--- src/rtl/pulse_meas_pkg.sv ---
// Shared types and defaults for the pulse period measurement block.
package pulse_meas_pkg;

    typedef enum logic [1:0] {
        IDLE       = 2'd0,
        WAIT_FIRST = 2'd1,
        MEASURE    = 2'd2
    } pm_state_t;

    localparam int LOCK_N_DEF = 4;

endpackage

--- src/rtl/pulse_meas_lock_det.sv ---
// Lock detector: asserts locked once LOCK_N consecutive measurements have
// matched the one before them. clr has priority over a same-cycle measurement.
module pulse_meas_lock_det
    import pulse_meas_pkg::*;
#(
    parameter int WD     = 10,
    parameter int LOCK_N = LOCK_N_DEF
) (
    input  logic          clk,
    input  logic          reset,
    input  logic          clr,
    input  logic          meas_valid,
    input  logic [WD-1:0] meas_cnt,
    output logic          locked
);

    localparam int MW = $clog2(LOCK_N + 1);

    logic [WD-1:0] prev_val;
    logic          prev_vld;
    logic [MW-1:0] match_cnt;
    logic [MW-1:0] match_nxt;

    function automatic logic [MW-1:0] sat_inc(input logic [MW-1:0] v);
        return (v == MW'(LOCK_N)) ? v : v + 1'b1;
    endfunction

    always_comb begin
        match_nxt = match_cnt;
        if (prev_vld) begin
            match_nxt = (meas_cnt == prev_val) ? sat_inc(match_cnt) : '0;
        end
    end

    always_ff @(posedge clk) begin
        if (reset || clr) begin
            prev_vld  <= 1'b0;
            match_cnt <= '0;
            locked    <= 1'b0;
        end else if (meas_valid) begin
            prev_vld  <= 1'b1;
            match_cnt <= match_nxt;
            locked    <= (match_nxt == MW'(LOCK_N));
        end
    end

    // Reference value only matters while prev_vld is set, so it needs no reset.
    always_ff @(posedge clk) begin
        if (meas_valid) begin
            prev_val <= meas_cnt;
        end
    end

endmodule

--- src/rtl/pulse_period_meas.sv ---
// Measures spacing between strobes on pulse_in (period N+1 reports N), with
// lock detection and a missing-pulse timeout. PULSE_MEAS_MINMAX_EN adds min/max tracking.
module pulse_period_meas
    import pulse_meas_pkg::*;
#(
    parameter int WD     = 10,
    parameter int LOCK_N = LOCK_N_DEF
) (
    input  logic          clk,
    input  logic          reset,
    input  logic          cfg_en,
    input  logic [WD-1:0] cfg_timeout,
    input  logic          pulse_in,
    output logic [WD-1:0] meas_cnt,
    output logic          meas_valid,
    output logic          locked,
    output logic          timeout,
    output logic [WD-1:0] meas_min,
    output logic [WD-1:0] meas_max,
    input  logic          cfg_mm_clr
);

    pm_state_t     state;
    pm_state_t     state_nxt;
    logic [WD-1:0] cnt;
    logic [WD-1:0] cnt_nxt;
    logic          meas_upd;
    logic          tmo_nxt;
    logic          lock_clr;

    always_comb begin
        state_nxt = state;
        cnt_nxt   = cnt;
        meas_upd  = 1'b0;
        tmo_nxt   = 1'b0;
        lock_clr  = 1'b0;
        if (!cfg_en) begin
            state_nxt = IDLE;
            cnt_nxt   = '0;
            lock_clr  = 1'b1;
        end else begin
            case (state)
                IDLE: state_nxt = WAIT_FIRST;
                WAIT_FIRST: begin
                    if (pulse_in) begin
                        cnt_nxt   = '0;
                        state_nxt = MEASURE;
                    end
                end
                MEASURE: begin
                    // A pulse arriving on the timeout cycle still counts as a measurement.
                    if (pulse_in) begin
                        meas_upd = 1'b1;
                        cnt_nxt  = '0;
                    end else if (cnt == cfg_timeout) begin
                        tmo_nxt   = 1'b1;
                        lock_clr  = 1'b1;
                        state_nxt = WAIT_FIRST;
                    end else begin
                        cnt_nxt = cnt + 1'b1;
                    end
                end
                default: state_nxt = IDLE;
            endcase
        end
    end

    always_ff @(posedge clk) begin
        if (reset) begin
            state      <= IDLE;
            cnt        <= '0;
            meas_cnt   <= '0;
            meas_valid <= 1'b0;
            timeout    <= 1'b0;
        end else begin
            state      <= state_nxt;
            cnt        <= cnt_nxt;
            meas_valid <= meas_upd;
            timeout    <= tmo_nxt;
            if (meas_upd) begin
                meas_cnt <= cnt;
            end
        end
    end

    // Lock detection runs one cycle behind the registered measurement.
    pulse_meas_lock_det #(
        .WD     (WD),
        .LOCK_N (LOCK_N)
    ) u_lock_det (
        .clk        (clk),
        .reset      (reset),
        .clr        (lock_clr),
        .meas_valid (meas_valid),
        .meas_cnt   (meas_cnt),
        .locked     (locked)
    );

`ifdef PULSE_MEAS_MINMAX_EN
    logic mm_have;

    always_ff @(posedge clk) begin
        if (reset || cfg_mm_clr) begin
            mm_have  <= 1'b0;
            meas_min <= '0;
            meas_max <= '0;
        end else if (meas_upd) begin
            mm_have <= 1'b1;
            if (!mm_have || cnt < meas_min) begin
                meas_min <= cnt;
            end
            if (!mm_have || cnt > meas_max) begin
                meas_max <= cnt;
            end
        end
    end
`else
    logic unused_mm_clr;
    assign unused_mm_clr = cfg_mm_clr;
    assign meas_min      = '0;
    assign meas_max      = '0;
`endif

endmodule

--- config.mk ---
export PLATFORM = sky130hd
export DESIGN_NAME = pulse_period_meas
export DESIGN_NICKNAME = d
export VERILOG_FILES = /design/src/rtl/pulse_meas_pkg.sv /design/src/rtl/pulse_meas_lock_det.sv /design/src/rtl/pulse_period_meas.sv
export SDC_FILE = /design/constraint.sdc
export NUM_CORES = 1
export LEC_CHECK = 0
export CAP_MARGIN = 20
export CORE_ASPECT_RATIO = 1.2
export CORE_MARGIN = 3
export CORE_UTILIZATION = 35
export DETAILED_ROUTE_END_ITERATION = 10
export GPL_ROUTABILITY_DRIVEN = 1
export GPL_TIMING_DRIVEN = 0
export PLACE_DENSITY_LB_ADDON = 0.15
export RECOVER_POWER = 25
export SYNTH_ARGS = -nofsm -noshare
export SYNTH_HDL_FRONTEND = slang
export SYNTH_SLANG_ARGS = --single-unit
export TNS_END_PERCENT = 20
--- constraint.sdc ---
create_clock -name clk -period 1.8 [get_ports clk]
set_input_delay 0.27 -clock clk [delete_from_list [all_inputs] [get_ports clk]]
set_output_delay 0.27 -clock clk [all_outputs]
set_load 0.02 [all_outputs]
== Yosys cells after proc, flatten, opt, wreduce, memory -nomap -nowiden ==
Index checks and enable logic that the tools add are counted.

* Register bits after elaboration: 39
* Input port bits: 15
* Output and inout port bits: 33
* Logic and storage cells: 46

* Add/sub/neg operators: 2
* Eq/ne operators: 10
* Multiplexer cells: 18
* Bitwise gates (word level): 1
* Reduce and logical (&&, ||, !) cells: 6

{| class="wikitable"
|+ Operators with widths
! operator !! number
|-
| 10-bit two-way mux || 3
|-
| 10-bit == test || 2
|-
| 10-bit case mux with 2 select lines || 1
|-
| 10-bit by 1-bit adder with 10-bit output (second input constant) || 1
|-
| 3-bit two-way mux || 3
|-
| 1-bit two-way mux || 7
|-
| 3-bit == test (second input constant) || 2
|-
| 2-bit two-way mux || 3
|-
| 2-bit inequality test (second input constant) || 3
|-
| 2-bit case mux with 3 select lines || 1
|-
| 3-bit AND reduction || 2
|-
| 3-bit by 1-bit adder with 3-bit output (second input constant) || 1
|-
| 3-bit inequality test (second input constant) || 1
|-
| 2-bit by 1-bit == test with 1-bit output (second input constant) || 1
|-
| 2-bit == test (second input constant) || 1
|-
| 2-bit logical NOT || 1
|-
| 2-bit nonzero test || 1
|-
| 2-bit OR reduction || 1
|-
| 1-bit logical OR || 1
|-
| 1-bit inverter || 1
|}

== Logic depth before layout (Yosys ltp) ==
* Depth in word-level cells: 6
* Mapped depth: 7
* Depth with buffers taken out: 7

== Hierarchy ==
A second synthesis with hierarchy kept.

* Cells, all modules: 214
* Area total of the unflattened synthesis: 2070.7 sq um

{| class="wikitable"
|+ By module, submodules not included
! module !! instances !! cells each !! area each (sq um) !! seq. area each (sq um)
|-
| pulse_period_meas || 1 || 154 || 1335.0 || 480.5
|-
| pulse_meas_lock_det || 1 || 60 || 735.7 || 400.4
|}

== Worst setup path before layout ==
Ideal clock, no wire load.

* Path kind: register -> register
* Start: reg cnt[5]
* End: reg cnt[2]
* Setup time: 0.122 ns
* Data arrival time: 1.546 ns
* Data required time: 1.678 ns
* Setup slack: 0.132 ns
* Stages on the path, launching flop included: 7
* Buffers on the path: 2
* Period minus slack after synthesis: 1.668 ns
* Cell sequence: dfxtp_1 > buf_2 > xor2_1 > nor4_1 > nand3_1 > buf_2 > a221o_1

* Cells in the longest elaborated chain, start to end: 3

{| class="wikitable"
|+ RTL lines
! what !! line !! source
|-
| start, declared || pulse_period_meas.sv:25 || <nowiki>logic [WD-1:0] cnt;</nowiki>
|-
| start signal, assigned || pulse_period_meas.sv:77 || <nowiki>cnt <= cnt_nxt;</nowiki>
|-
| 10-bit == test || pulse_period_meas.sv:55 || <nowiki>end else if (cnt == cfg_timeout) begin</nowiki>
|-
| 3-bit inequality test (no line) || -- ||
|-
| 3-bit AND reduction (no line) || -- ||
|}

Every way passes these cells.
A chain may end at the register's enable or synchronous reset.

== Worst setup path after layout ==
* Start: in cfg_timeout[3]
* End: reg cnt[3]

* Cells in the longest elaborated chain, start to end: 3

{| class="wikitable"
|+ RTL lines
! what !! line !! source
|-
| start, declared || pulse_period_meas.sv:12 || <nowiki>input logic [WD-1:0] cfg_timeout,</nowiki>
|-
| 10-bit == test || pulse_period_meas.sv:55 ||
|-
| 3-bit inequality test (no line) || -- ||
|-
| 3-bit AND reduction (no line) || -- ||
|}

Every way passes these cells.

==> out/metrics.yaml <==
clock_tree:
  holdBufCountCts: 0
  clock_tree.buffer_depth: 2
  cts_root_buf: "clkbuf_8"
  cts-buffers-inserted: 5
  cts_tree: "built"
  cts.sinks: 39
  clkLatencyLatePin_ns: 0.29
  clk_pin_slew_ns: 0.07
  cts_htree_levels: 2
logic_synthesis:
  yosys_warnings: 0
  synth_area_leaders: "dfxtp_1, edfxtp_1, buf_4"
  ys_top_cells_by_count: "dfxtp_1, nand2_1, buf_4"
  yosys_register_bits: 39
  yosysTopAreaCellShare_pct: 29.16
  yosysMostFrequentCell: "dfxtp_1"
  synth_edf_count: 10
  ys_types: 37
  synthCells: 219
  synth.largest_area_cell: "dfxtp_1"
  syn_area_per_cell_um2: 9.090
  synthArstFlopShare_pct: 0
  seq_area_frac_synth_pct: 44.25
  netlist_area_um2: 1991
  synth-main-ff-cell: "dfxtp_1"
timing:
  finClkSkew_ns: 0.004928
  relSlewSlack_pct: 61.69
  setup_viol: 0
  holdWs_ns: 0.5067
  tns_ns: 0
  tightest_slew_ns: 0.5734
  drv_slew: 0
  fmax_mhz: 576.0
  finalCriticalPeriod_ns: 1.736
  rsz0062_at_grt: "true"
  hold_viol: 0
  min_period_over_period_pct: 96.45
power:
  power.density_nw_per_um2: 688.8
  power_mw: 1.761
  peakVddDrop_mv: 0.3463
  leakage_nw: 0.9548
worst_setup_path:
  r2r_cells: 6
  arrival_ns: 1.96
  path_buf_inv: 2
  crit_fanout: 7
  crit_path_start_kind: "primary input"
  critPathKind: "primary input to register"
  cp_top_family: "buffers and inverters"
  cp.depth: 7
  slowest_stage: "clkdlybuf4s50_1"
  cp-end-kind: "register"
  cpPeakStageDelay_ns: 0.41
  cp.required_ns: 2.03
  path_cells: "clkdlybuf4s50_1 -> xor2_1 -> nor4_2 -> nand3_1 -> buf_4 -> a21oi_4 -> a221o_1"
global_route:
  antenna_found_initial: 0
  grt_start_max_net_pins: 20
  grt_use_total_pct: 13.22
  grt_pass1_wl_um: 6596
  grt_pass1_vias: 1448
  grt_overflow: 0
cells_and_area:
  syn_to_final_growth_pct: 28.41
  multi_input_area_um2: 1032
  nNetsFinal: 286
  fill_cells: 524
  drive_gt1_share_pct: 17.84
  seq_area_um2: 889.6
  antenna_cells: 0
placed_design:
  gp_congestion: 0.7966
  port-buffer-count: 25
  hpwl_um: 3120
route:
  first_iter_violations: 82
  avgRoutedWirePerCell_um: 12.28
  wirelength_um: 4064
  vias: 1581
  drtPass1Iterations: 4
  routed_via_density: 4.776
  drc: 0
  ant_nets: 0
worst_hold_path:
  hold_depth: 2
  hp-class: "register to register"
run:
  maxCapViolCount: 0
floorplanning:
  die-area_um2: 6632
  die-height_um: 88.62
  chipWidth_um: 74.85
  ios: 48
  start_util_pct: 36.82
  core_area_um2: 5406
  rows: 29
outcome:
  run_status: "finished, final reports clean"
-- power by group --
group / total [mW] / switching (mW) / internal [mW]
Combinational: 0.147 / 0.0800 / 0.0675
Clock: 0.716 / 0.304 / 0.412
Sequential: 0.897 / 0.00286 / 0.894
-- worst min-delay path: stages (launching register included) --
cell     delay, ns
dfxtp_1       0.34
nand2_1       0.06
a21oi_1       0.05
-- per-stage QoR --
step,instances,worst slack (ns),cell area (um^2),utilization (%)
after floorplan,238,0.1318,2062,-
after global routing,331,-0.03074,2556,47.28
after global placement,325,-0.4868,2390,44.20
after detailed placement,325,-0.4906,2390,44.20
after CTS,332,-0.08505,2522,46.66
final,331,0.06394,2556,47.28
-- final timing paths --
path	start	end	slack (ns)
worst max register to register	cnt[1]	cnt[3]	0.07
worst min-delay path	meas_cnt[0]	meas_cnt[0]	0.51
worst min register to register	meas_cnt[0]	meas_cnt[0]	0.51
worst max-delay path	cfg_timeout[3]	cnt[3]	0.06
-- cells in the final DEF (no fill, tap or decap), drive strengths merged, types with 2 or more instances in the layout --
master / n
a21oi: 17
a221o: 6
a31oi: 2
and3: 7
and4: 2
buf: 23
clkbuf: 9
clkdlybuf4s50: 25
clkinv: 2
conb: 20
dfxtp: 29
edfxtp: 10
ha: 3
inv: 3
mux2: 2
nand2: 28
nand2b: 2
nand3: 8
nand4: 3
nor2: 11
nor2b: 2
nor3: 12
nor3b: 3
nor4: 3
o211ai: 2
o21ai: 6
xnor2: 8
xor2: 12
-- cell families after synthesis --
| family | count (synthesis) | share of synthesized area (%) |
|---|---|---|
| muxes | 2 | 1.131 |
| xor gates and xnor gates | 20 | 8.800 |
| adders and majority gates | 3 | 1.886 |
| AOI/OAI and AO/OA | 38 | 12.95 |
| buffers and inverters | 32 | 9.931 |
| other | 1 | 0.1884 |
| DFF | 39 | 44.25 |
| and+or+nand+nor | 84 | 20.87 |
-- what timing repair did --
action	CTS	global route
resized for setup	5	9
setup buffers	1	0
setup endpoints to repair	16	19
pin swaps	1	4
-- layer usage --
| layer | up-vias | GRT usage, % | part of all wire, % |
|---|---|---|---|
| met1 | 697 | 15.78 | 46 |
| met3 | 4 | 3.864 | 4.4 |
| met5 | - | 0 | 0 |
| li1 | 833 | - | - |
| met2 | 47 | 22.03 | 49 |
| met4 | 0 | 5.340 | 1.4 |
-- registers in the layout, indices dropped and copies added (netlist names) --
name,count
cnt,10
meas_cnt,10
meas_valid,1
state,2
timeout,1
u_lock_det.locked,1
u_lock_det.match_cnt,3
u_lock_det.prev_val,10
u_lock_det.prev_vld,1
-- area by class of cell --
| class | count | area share (%) |
|---|---|---|
| well taps | 62 | 3.035 |
| clock inverters | 3 | 1.713 |
| repair buffers | 26 | 10.08 |
| inverters | 3 | 0.4405 |
| clock buffers | 5 | 2.692 |
| flip-flops and latches | 39 | 34.80 |
| plain buffers | 26 | 6.853 |
| multi-input cells | 167 | 40.38 |
No activity file was read; power rests on OpenSTA's default activity.
